[src/rtl/word_byte_unpacker.sv]
// word_byte_unpacker: accepts 16-bit words over valid/ready and emits them as
// two consecutive bytes over a byte-wide valid/ready handshake, one word held
// at a time, with a wrapping count of fully emitted words.
module word_byte_unpacker #(
  parameter bit MSB_FIRST = 1'b0
) (
  input  logic        clk,
  input  logic        rst_n,
  input  logic [15:0] in_data_i,
  input  logic        in_valid_i,
  output logic        in_ready_o,
  output logic [7:0]  out_data_o,
  output logic        out_valid_o,
  input  logic        out_ready_i,
  output logic        out_last_o,
  output logic        busy_o,
  output logic [7:0]  word_count_o
);

  localparam int unsigned WORD_W = 16;
  localparam int unsigned BYTE_W = 8;
  localparam int unsigned CNT_W  = 8;

  localparam logic [1:0] IDLE   = 2'd0;
  localparam logic [1:0] FIRST  = 2'd1;
  localparam logic [1:0] SECOND = 2'd2;

  logic [1:0]        state_q, state_d;
  logic [WORD_W-1:0] hold_q, hold_d;
  logic [CNT_W-1:0]  count_q, count_d;

  logic [BYTE_W-1:0] lo_byte, hi_byte, first_byte, second_byte;

  assign lo_byte     = hold_q[BYTE_W-1:0];
  assign hi_byte     = hold_q[WORD_W-1:BYTE_W];
  assign first_byte  = MSB_FIRST ? hi_byte : lo_byte;
  assign second_byte = MSB_FIRST ? lo_byte : hi_byte;

  // State, holding word and completed-word counter
  always_ff @(posedge clk or negedge rst_n) begin
    if (!rst_n) begin
      state_q <= IDLE;
      hold_q  <= '0;
      count_q <= '0;
    end else begin
      state_q <= state_d;
      hold_q  <= hold_d;
      count_q <= count_d;
    end
  end

  // Next-state, capture and counter update; in_ready follows out_ready in SECOND
  always_comb begin
    state_d    = state_q;
    hold_d     = hold_q;
    count_d    = count_q;
    in_ready_o = 1'b0;
    case (state_q)
      IDLE: begin
        in_ready_o = 1'b1;
        if (in_valid_i) begin
          hold_d  = in_data_i;
          state_d = FIRST;
        end
      end
      FIRST: begin
        if (out_ready_i) begin
          state_d = SECOND;
        end
      end
      SECOND: begin
        in_ready_o = out_ready_i;
        if (out_ready_i) begin
          count_d = count_q + CNT_W'(1);
          if (in_valid_i) begin
            hold_d  = in_data_i;
            state_d = FIRST;
          end else begin
            state_d = IDLE;
          end
        end
      end
      default: begin
        state_d = IDLE;
      end
    endcase
  end

  // Byte-side outputs decoded from registered state and held word
  always_comb begin
    out_valid_o  = (state_q == FIRST) || (state_q == SECOND);
    out_last_o   = (state_q == SECOND);
    busy_o       = (state_q != IDLE);
    out_data_o   = (state_q == SECOND) ? second_byte : first_byte;
    word_count_o = count_q;
  end

endmodule

[config.mk]
export PLATFORM = sky130hd
export DESIGN_NAME = word_byte_unpacker
export DESIGN_NICKNAME = d
export VERILOG_FILES = /design/src/rtl/word_byte_unpacker.sv
export SDC_FILE = /design/constraint.sdc
export NUM_CORES = 1
export LEC_CHECK = 0
export ABC_CLOCK_PERIOD_IN_PS = 2950
export CAP_MARGIN = 20
export CORE_MARGIN = 4
export CORE_UTILIZATION = 51
export CTS_BUF_LIST = sky130_fd_sc_hd__clkbuf_4
export CTS_CLUSTER_SIZE = 24
export DETAILED_ROUTE_END_ITERATION = 6
export GPL_TIMING_DRIVEN = 0
export PLACE_DENSITY = 0.86
export SYNTH_ARGS = -nofsm -noshare
export SYNTH_HDL_FRONTEND = slang
export SYNTH_SLANG_ARGS = --single-unit
[constraint.sdc]
create_clock -name clk -period 2.95 [get_ports clk]
set_input_delay 0.59 -clock clk [delete_from_list [all_inputs] [get_ports clk]]
set_output_delay 0.59 -clock clk [all_outputs]
set_load 0.005 [all_outputs]
After elaboration in Yosys (flattened, before gate mapping)
Index checks and enable logic that the tools add are counted.
Storage, ports and cells
  logic and storage cells: 26
  register bits after elaboration: 26
  output and inout port bits: 20
Operators by class
  add/sub/neg operators: 1
  muxes and demuxes: 10
  equality and inequality tests: 5
  reductions and logical operators: 7
Operator list (number)
  $mux W16: 2
  $pmux W16 S2: 1
  $add A8 B1 Y8 const B: 1
  $mux W8: 1
  $mux W2: 3
  $ne A2 B2 Y1 const B: 3
  $pmux W2 S3: 1
  $reduce_and A2 Y1: 2
  $reduce_bool A2 Y1: 2
  $reduce_and A3 Y1: 1
  $eq A2 B1 Y1 const B: 1
  $eq A2 B2 Y1 const B: 1
  $logic_not A2 Y1: 1
  $pmux W1 S2: 1
  $logic_or A1 B1 Y1: 1
  $mux W1: 1

Depth between registers and ports, before layout
Gate-level depths: netlist of the first run.
  depth in word-level cells: 3
  depth in mapped cells: 7
  gate-level depth less buffers: 5

Worst setup path before layout of the first run
No wires, ideal clock.
  path kind: reg2reg
  start: reg state_q[0]
  end: reg hold_q[0]
  period minus slack after synthesis: 1.823 ns
  data arrival time: 1.697 ns
  cell stages (with the launch flop): 8
  slack: 1.127 ns
  path through: dfrtp_1 -> inv_1 -> ha_1 -> buf_6 -> mux2_4 -> nand2_4 -> buf_12 -> mux2_4
On the way
  word-level cells in the longest chain between the ends: 3
RTL lines
  start: declaration: RTL line 28  | logic [1:0] state_q, state_d;
  start signal: assignment: RTL line 46  | state_q <= state_d;
  $eq A2 B2 Y1 (*)
  net out_last_o: RTL line 15  | output logic out_last_o,
  $ne A2 B2 Y1 (no source line) / $reduce_bool A2 Y1 (equally long branches)
  $reduce_and A2 Y1 (no source line)
  end signal: assignment: RTL line 47  | hold_q <= hold_d;
  end: declaration: RTL line 29  | logic [WORD_W-1:0] hold_q, hold_d;
The timed path passes the listed nets; every way through them passes the cells marked *.
A chain may end at the register's enable or synchronous reset.

Final worst setup path of the first run
  start: reg state_q[0]
  end: out in_ready_o
On the way
  word-level cells in the longest chain between the ends: 2
RTL lines
  $eq A2 B2 Y1 / $logic_not A2 Y1 (equally long branches): RTL line 58  | case (state_q)
  $pmux W1 S2 (*): RTL line 58
  end: declaration: RTL line 11  | output logic in_ready_o,
Every way passes the cells marked *; elsewhere a longest branch is shown, timed or not.

==> results of run 1 <==
cell families (layout without fill, tap and decap cells):
logic type      count (synthesis)  in the layout
mux                            28             28
flops                          26             26
simple gates                   13             13
fa+ha+maj                       7              7
xor+xnor                        7              7
buf+inv                         6             50
compound gates                  3              3
cells in the mapped netlist (2+ instances only):
library cell / count / area (um2)
nor2_1: 2 / 7.51
and3_1: 2 / 12.5
inv_1: 3 / 11.3
mux2_4: 11 / 165
nand4_1: 3 / 18.8
mux2_2: 17 / 191
nand2_1: 3 / 11.3
dfrtp_1: 26 / 651
ha_1: 7 / 87.6
xnor2_1: 6 / 52.6
registers in the layout, indices dropped and copies added (netlist names):
signal        count
hold_q           16
state_q           2
word_count_o      8
worst paths after layout:
kind / startpoint / to / depth (start not counted)
worst max register to register: state_q[0] / hold_q[11] / 7
min in group asynchronous: rst_n / hold_q[7] / 1
worst max-delay path: state_q[0] / in_ready_o / 6
max in group asynchronous: rst_n / word_count_o[4] / 2
worst min register to register: word_count_o[7] / word_count_o[7] / 1
worst min-delay path: word_count_o[7] / word_count_o[7] / 1
per-stage QoR:
| step | setup WS [ns] | instance area [um2] |
|---|---|---|
| 2_1_floorplan | 1.13 | 1300 |
| 3_3_place_gp | 0.212 | 1730 |
| 3_5_place_dp | 0.219 | 1750 |
| 4_1_cts | 0.209 | 1780 |
| 5_1_grt | 0.0546 | 1780 |
| 6_report | 0.216 | 1780 |
report_power, final:
group	internal [W]	total (W)	switching (W)
Combinational	0.000620	0.000910	0.000290
Sequential	0.000510	0.000621	0.000112
Clock	0.0000494	0.000149	0.0000993
worst max-delay path: cells and delay by family (launching register included):
kind | cells | cell delay [ns]
AND/OR/NAND/NOR | 1 | 0.14
buffers and inverters | 3 | 0.86
flip-flops | 1 | 0.45
AO/OA/AOI/OAI | 1 | 0.17
adder cells (fa/ha/maj) | 1 | 0.23
cell type report:
cell class              instances  area [um2]  share of cell area, %
plain buffers                   3        35.0                   1.97
clock buffers                   3        22.5                   1.26
clock inverters                 1        3.75                  0.211
inverters                       3        11.3                  0.632
multi-input cells              58         602                   33.8
flip-flops and latches         26         651                   36.5
well taps                      30        37.5                   2.11
repair buffers                 40         418                   23.5
metal layers:
layer | global-route usage (%) | share of wire (%)
met1 | 20.3 | 41
met2 | 27.6 | 53
met3 | 3.29 | 4.7
met4 | 5.96 | 0.95
met5 | 0 | 0
==> impl_metrics.json, run 1 <==
{
  "worst_hold_slack_ns": 0.477,
  "cp-start-kind": "register",
  "cts_hold_repair.buffers": 0,
  "yosys_warnings": 0,
  "arrival_ns": 2.14,
  "total_power_w": 0.00168,
  "synth_seq_cells": 26,
  "postCtsSetupRepairBufs": 0,
  "initialDrtViolationCount": 8,
  "endpoint_kind": "output port",
  "ant_nets": 0,
  "dp.final_hpwl_um": 1950,
  "first_global_vias": 930,
  "boundaryPins": 40,
  "chipHeight_um": 58.5,
  "criticalPathCategory": "reg2out",
  "hold_path.class": "reg2reg",
  "drive_gt1_share_pct": 26.9,
  "synth_cell_types": 20,
  "viasPerCell": 5.02,
  "final.setup_skew_ns": 0.00466,
  "post_cts_resized": 0,
  "max-cap-violations": 0,
  "synthArstFlopShare_pct": 100,
  "clock-root-buffer": "clkbuf_4",
  "worstPathMaxFanout": 6,
  "outcome": "complete, no violations",
  "drc": 0,
  "clockBufferDepth": 2,
  "r2r_slack_ns": 0.99,
  "syn_nets": 117,
  "crit_required_ns": 2.36,
  "synth-main-ff-cell": "dfrtp_1",
  "post-route-min-period_ns": 2.73,
  "min_period_over_period_pct": 92.7,
  "die_w_um": 58.5,
  "grt_pass1_wl_um": 4200,
  "synth_compound_area_share_pct": 1.54,
  "antenna_found_initial": 0,
  "clk_pin_slew_ns": 0.13,
  "placementRows": 18,
  "place.gp.congestion": 0.704,
  "clk_latency_ns": 0.31,
  "hold_violations": 0,
  "slew_viol_final": 0,
  "synth_fa_ha_area_share_pct": 6.74,
  "synth-seq-area-share_pct": 50.1,
  "syn-cell-area_mm2": 0.00130,
  "finalSetupViolations": 0,
  "final_util_pct": 72.5,
  "cts_buffers": 3,
  "p_per_area_mw_per_mm2": 944,
  "overflow": 0,
  "drt-pass1-iter-count": 2,
  "post_synth_mux_area_share_pct": 27.5,
  "path_cells": "inv_1 -> ha_1 -> and2_1 -> clkbuf_1 -> a21o_2 -> clkdlybuf4s50_1",
  "rsz0062_at_grt": "false",
  "dp.cells": 160,
  "tightest_slew_ns": 0.537,
  "cp_slowest_stage_delay_ns": 0.49,
  "diodes": 0,
  "nets": 162,
  "vias": 824,
  "area_growth_syn_to_layout_pct": 37.1,
  "vdd_drop_max_v": 0.000688,
  "synthSimpleGateAreaFrac_pct": 5.88,
  "p_leak_nw": 0.806,
  "wire_per_inst_um": 14.8,
  "cts_tree": "built",
  "nFillCells": 182,
  "synth_top_family_by_area": "multiplexers",
  "clock_sinks": 26,
  "syn-instance-count": 90,
  "track_usage_pct": 16.2,
  "synth_xor_area_share_pct": 4.72,
  "tns_ns": 0,
  "clock.fmax_mhz": 366,
  "grt_start_max_net_pins": 19,
  "layout_common_cells": "39 x clkdlybuf4s50_1, 26 x dfrtp_1, 17 x mux2_2",
  "drt-total-wl_um": 2430,
  "final_common_cell": "clkdlybuf4s50_1",
  "dieArea_mm2": 0.00342,
  "start_util_pct": 52.9,
  "core_region_area_mm2": 0.00245,
  "relSlewSlack_pct": 64.1,
  "cp_slowest_cell": "clkdlybuf4s50_1",
  "port-buffer-count": 39,
  "final_cell_count_no_fill": 164,
  "synth_edf_count": 0,
  "h-tree-depth": 1,
  "syn_area_per_cell_um2": 14.4
}
(Power assumes the default switching activity.)
==> inputs of run 2 (changes only) <==
- HOLD_SLACK_MARGIN: not set -> 0.08
==> results of run 2 <==
The final DEF is identical to that of run 1; final timing and power are the same.
==> inputs of run 3 (changes only) <==
- PLACE_DENSITY: 0.86 -> 0.95
==> run 3 against run 2 <==
Hold slack improved by 0.0074 ns. Flip-flop and latch count unchanged. Sequential power about the same. Clock-buffer cell count unchanged. Clock skew decreased by 0.0030 ns. Utilization unchanged. First-iteration DRC count increased to 2.9 times the previous value. Die area unchanged. Wire length increased by 4.4%. Final area unchanged. Non-clock buffer count unchanged.
==> impl_metrics.json, run 3 (synthesis gave the netlist of run 1 again) <==
{
  "outcome": "complete, no violations",
  "use_met2_pct": 27.8,
  "drive_gt1_share_pct": 26.9,
  "path_cells": "inv_1 -> ha_1 -> and2_1 -> clkbuf_1 -> a21o_2 -> clkdlybuf4s50_1",
  "track_usage_pct": 16.4,
  "largest_register": "hold_q",
  "final.setup_skew_ns": 0.00167,
  "drc": 0,
  "slew_viol_final": 0,
  "post_cts_resized": 0,
  "viasPerCell": 5.07,
  "hold_violations": 0,
  "cp_slowest_stage_delay_ns": 0.49,
  "drt-total-wl_um": 2530,
  "start_util_pct": 52.9,
  "largest_reg_flops": 16,
  "cts_tree": "built",
  "cp-start-kind": "register",
  "p_leak_nw": 0.806,
  "arrival_ns": 2.17,
  "finalSetupViolations": 0,
  "vdd_drop_max_v": 0.000638,
  "post-route-min-period_ns": 2.76,
  "layout_common_cells": "39 x clkdlybuf4s50_1, 26 x dfrtp_1, 17 x mux2_2",
  "diodes": 0,
  "antenna_found_initial": 0,
  "cts_hold_repair.buffers": 0,
  "dpl_worst_slack_ns": 0.181,
  "min_period_over_period_pct": 93.7,
  "crit_required_ns": 2.36,
  "h-tree-depth": 1,
  "hold_path.class": "reg2reg",
  "wire_per_inst_um": 15.4,
  "max-cap-violations": 0,
  "worstPathMaxFanout": 6,
  "place.gp.congestion": 0.761,
  "critPathTopFamily": "buffers and inverters",
  "clock.fmax_mhz": 362,
  "criticalPathCategory": "reg2out",
  "clockBufferDepth": 2,
  "first_global_vias": 910,
  "ant_nets": 0,
  "grt_busiest_layer": "met2",
  "endpoint_kind": "output port",
  "relSlewSlack_pct": 71.6,
  "clock_sinks": 26,
  "chipHeight_um": 58.5,
  "core_region_area_mm2": 0.00245,
  "clk_pin_slew_ns": 0.13,
  "vias": 831,
  "initialDrtViolationCount": 23,
  "cts_buffers": 3,
  "placementRows": 18,
  "die_w_um": 58.5,
  "drt-pass1-iter-count": 4,
  "final_common_cell": "clkdlybuf4s50_1",
  "postCtsSetupRepairBufs": 0,
  "setup_ws_ns": 0.186,
  "tightest_slew_ns": 0.424,
  "port-buffer-count": 39,
  "use_met3_pct": 3.95,
  "p_per_area_mw_per_mm2": 952,
  "dp.final_hpwl_um": 1950,
  "rsz0062_at_grt": "false",
  "grt_start_max_net_pins": 22,
  "overflow": 0,
  "area_growth_syn_to_layout_pct": 37.1,
  "critPathBufInv": 3,
  "use_met1_pct": 21.1,
  "dieArea_mm2": 0.00342,
  "clk_latency_ns": 0.31,
  "tns_ns": 0,
  "grt_pass1_wl_um": 4320,
  "final_util_pct": 72.5,
  "r2r_slack_ns": 0.97,
  "total_power_w": 0.00170,
  "clock-root-buffer": "clkbuf_4",
  "nets": 162,
  "cp_slowest_cell": "clkdlybuf4s50_1",
  "boundaryPins": 40
}
run 3: final timing paths:
check	startpoint	to	cells past startpoint
min in group asynchronous	rst_n	word_count_o[4]	1
min reg2reg	word_count_o[7]	word_count_o[7]	1
max reg2reg	state_q[0]	hold_q[12]	7
min	word_count_o[7]	word_count_o[7]	1
max	state_q[0]	in_ready_o	6
max in group asynchronous	rst_n	hold_q[4]	2
run 3: area by class of cell:
cell class                      instances  area, um2
Fill cell                             160        674
Sequential cell                        26        651
Multi-Input combinational cell         58        602
Timing Repair Buffer                   40        418
Tap cell                               30       37.5
Buffer                                  3       35.0
Clock buffer                            3       22.5
Inverter                                3       11.3
Clock inverter                          1       3.75
run 3: stage by stage:
step                cells  area, um2  hold WS (ns)
floorplan              90       1300         0.294
global placement      159       1730         0.461
detailed placement    160       1750         0.483
CTS                   164       1780         0.501
global route          164       1780         0.524
finish                164       1780         0.485
run 3: layer usage:
metal	part of all wire, %	up-vias
met5	0	-
met2	51	21
met3	5.8	2
met4	0.24	0
li1	-	400
met1	43	408
run 3: where the power goes:
group | leakage, nW | total [W] | internal [W] | switching [W]
clock network | 0.0154 | 0.000151 | 0.0000494 | 0.000101
logic | 0.472 | 0.000922 | 0.000622 | 0.000300
registers | 0.319 | 0.000622 | 0.000510 | 0.000112
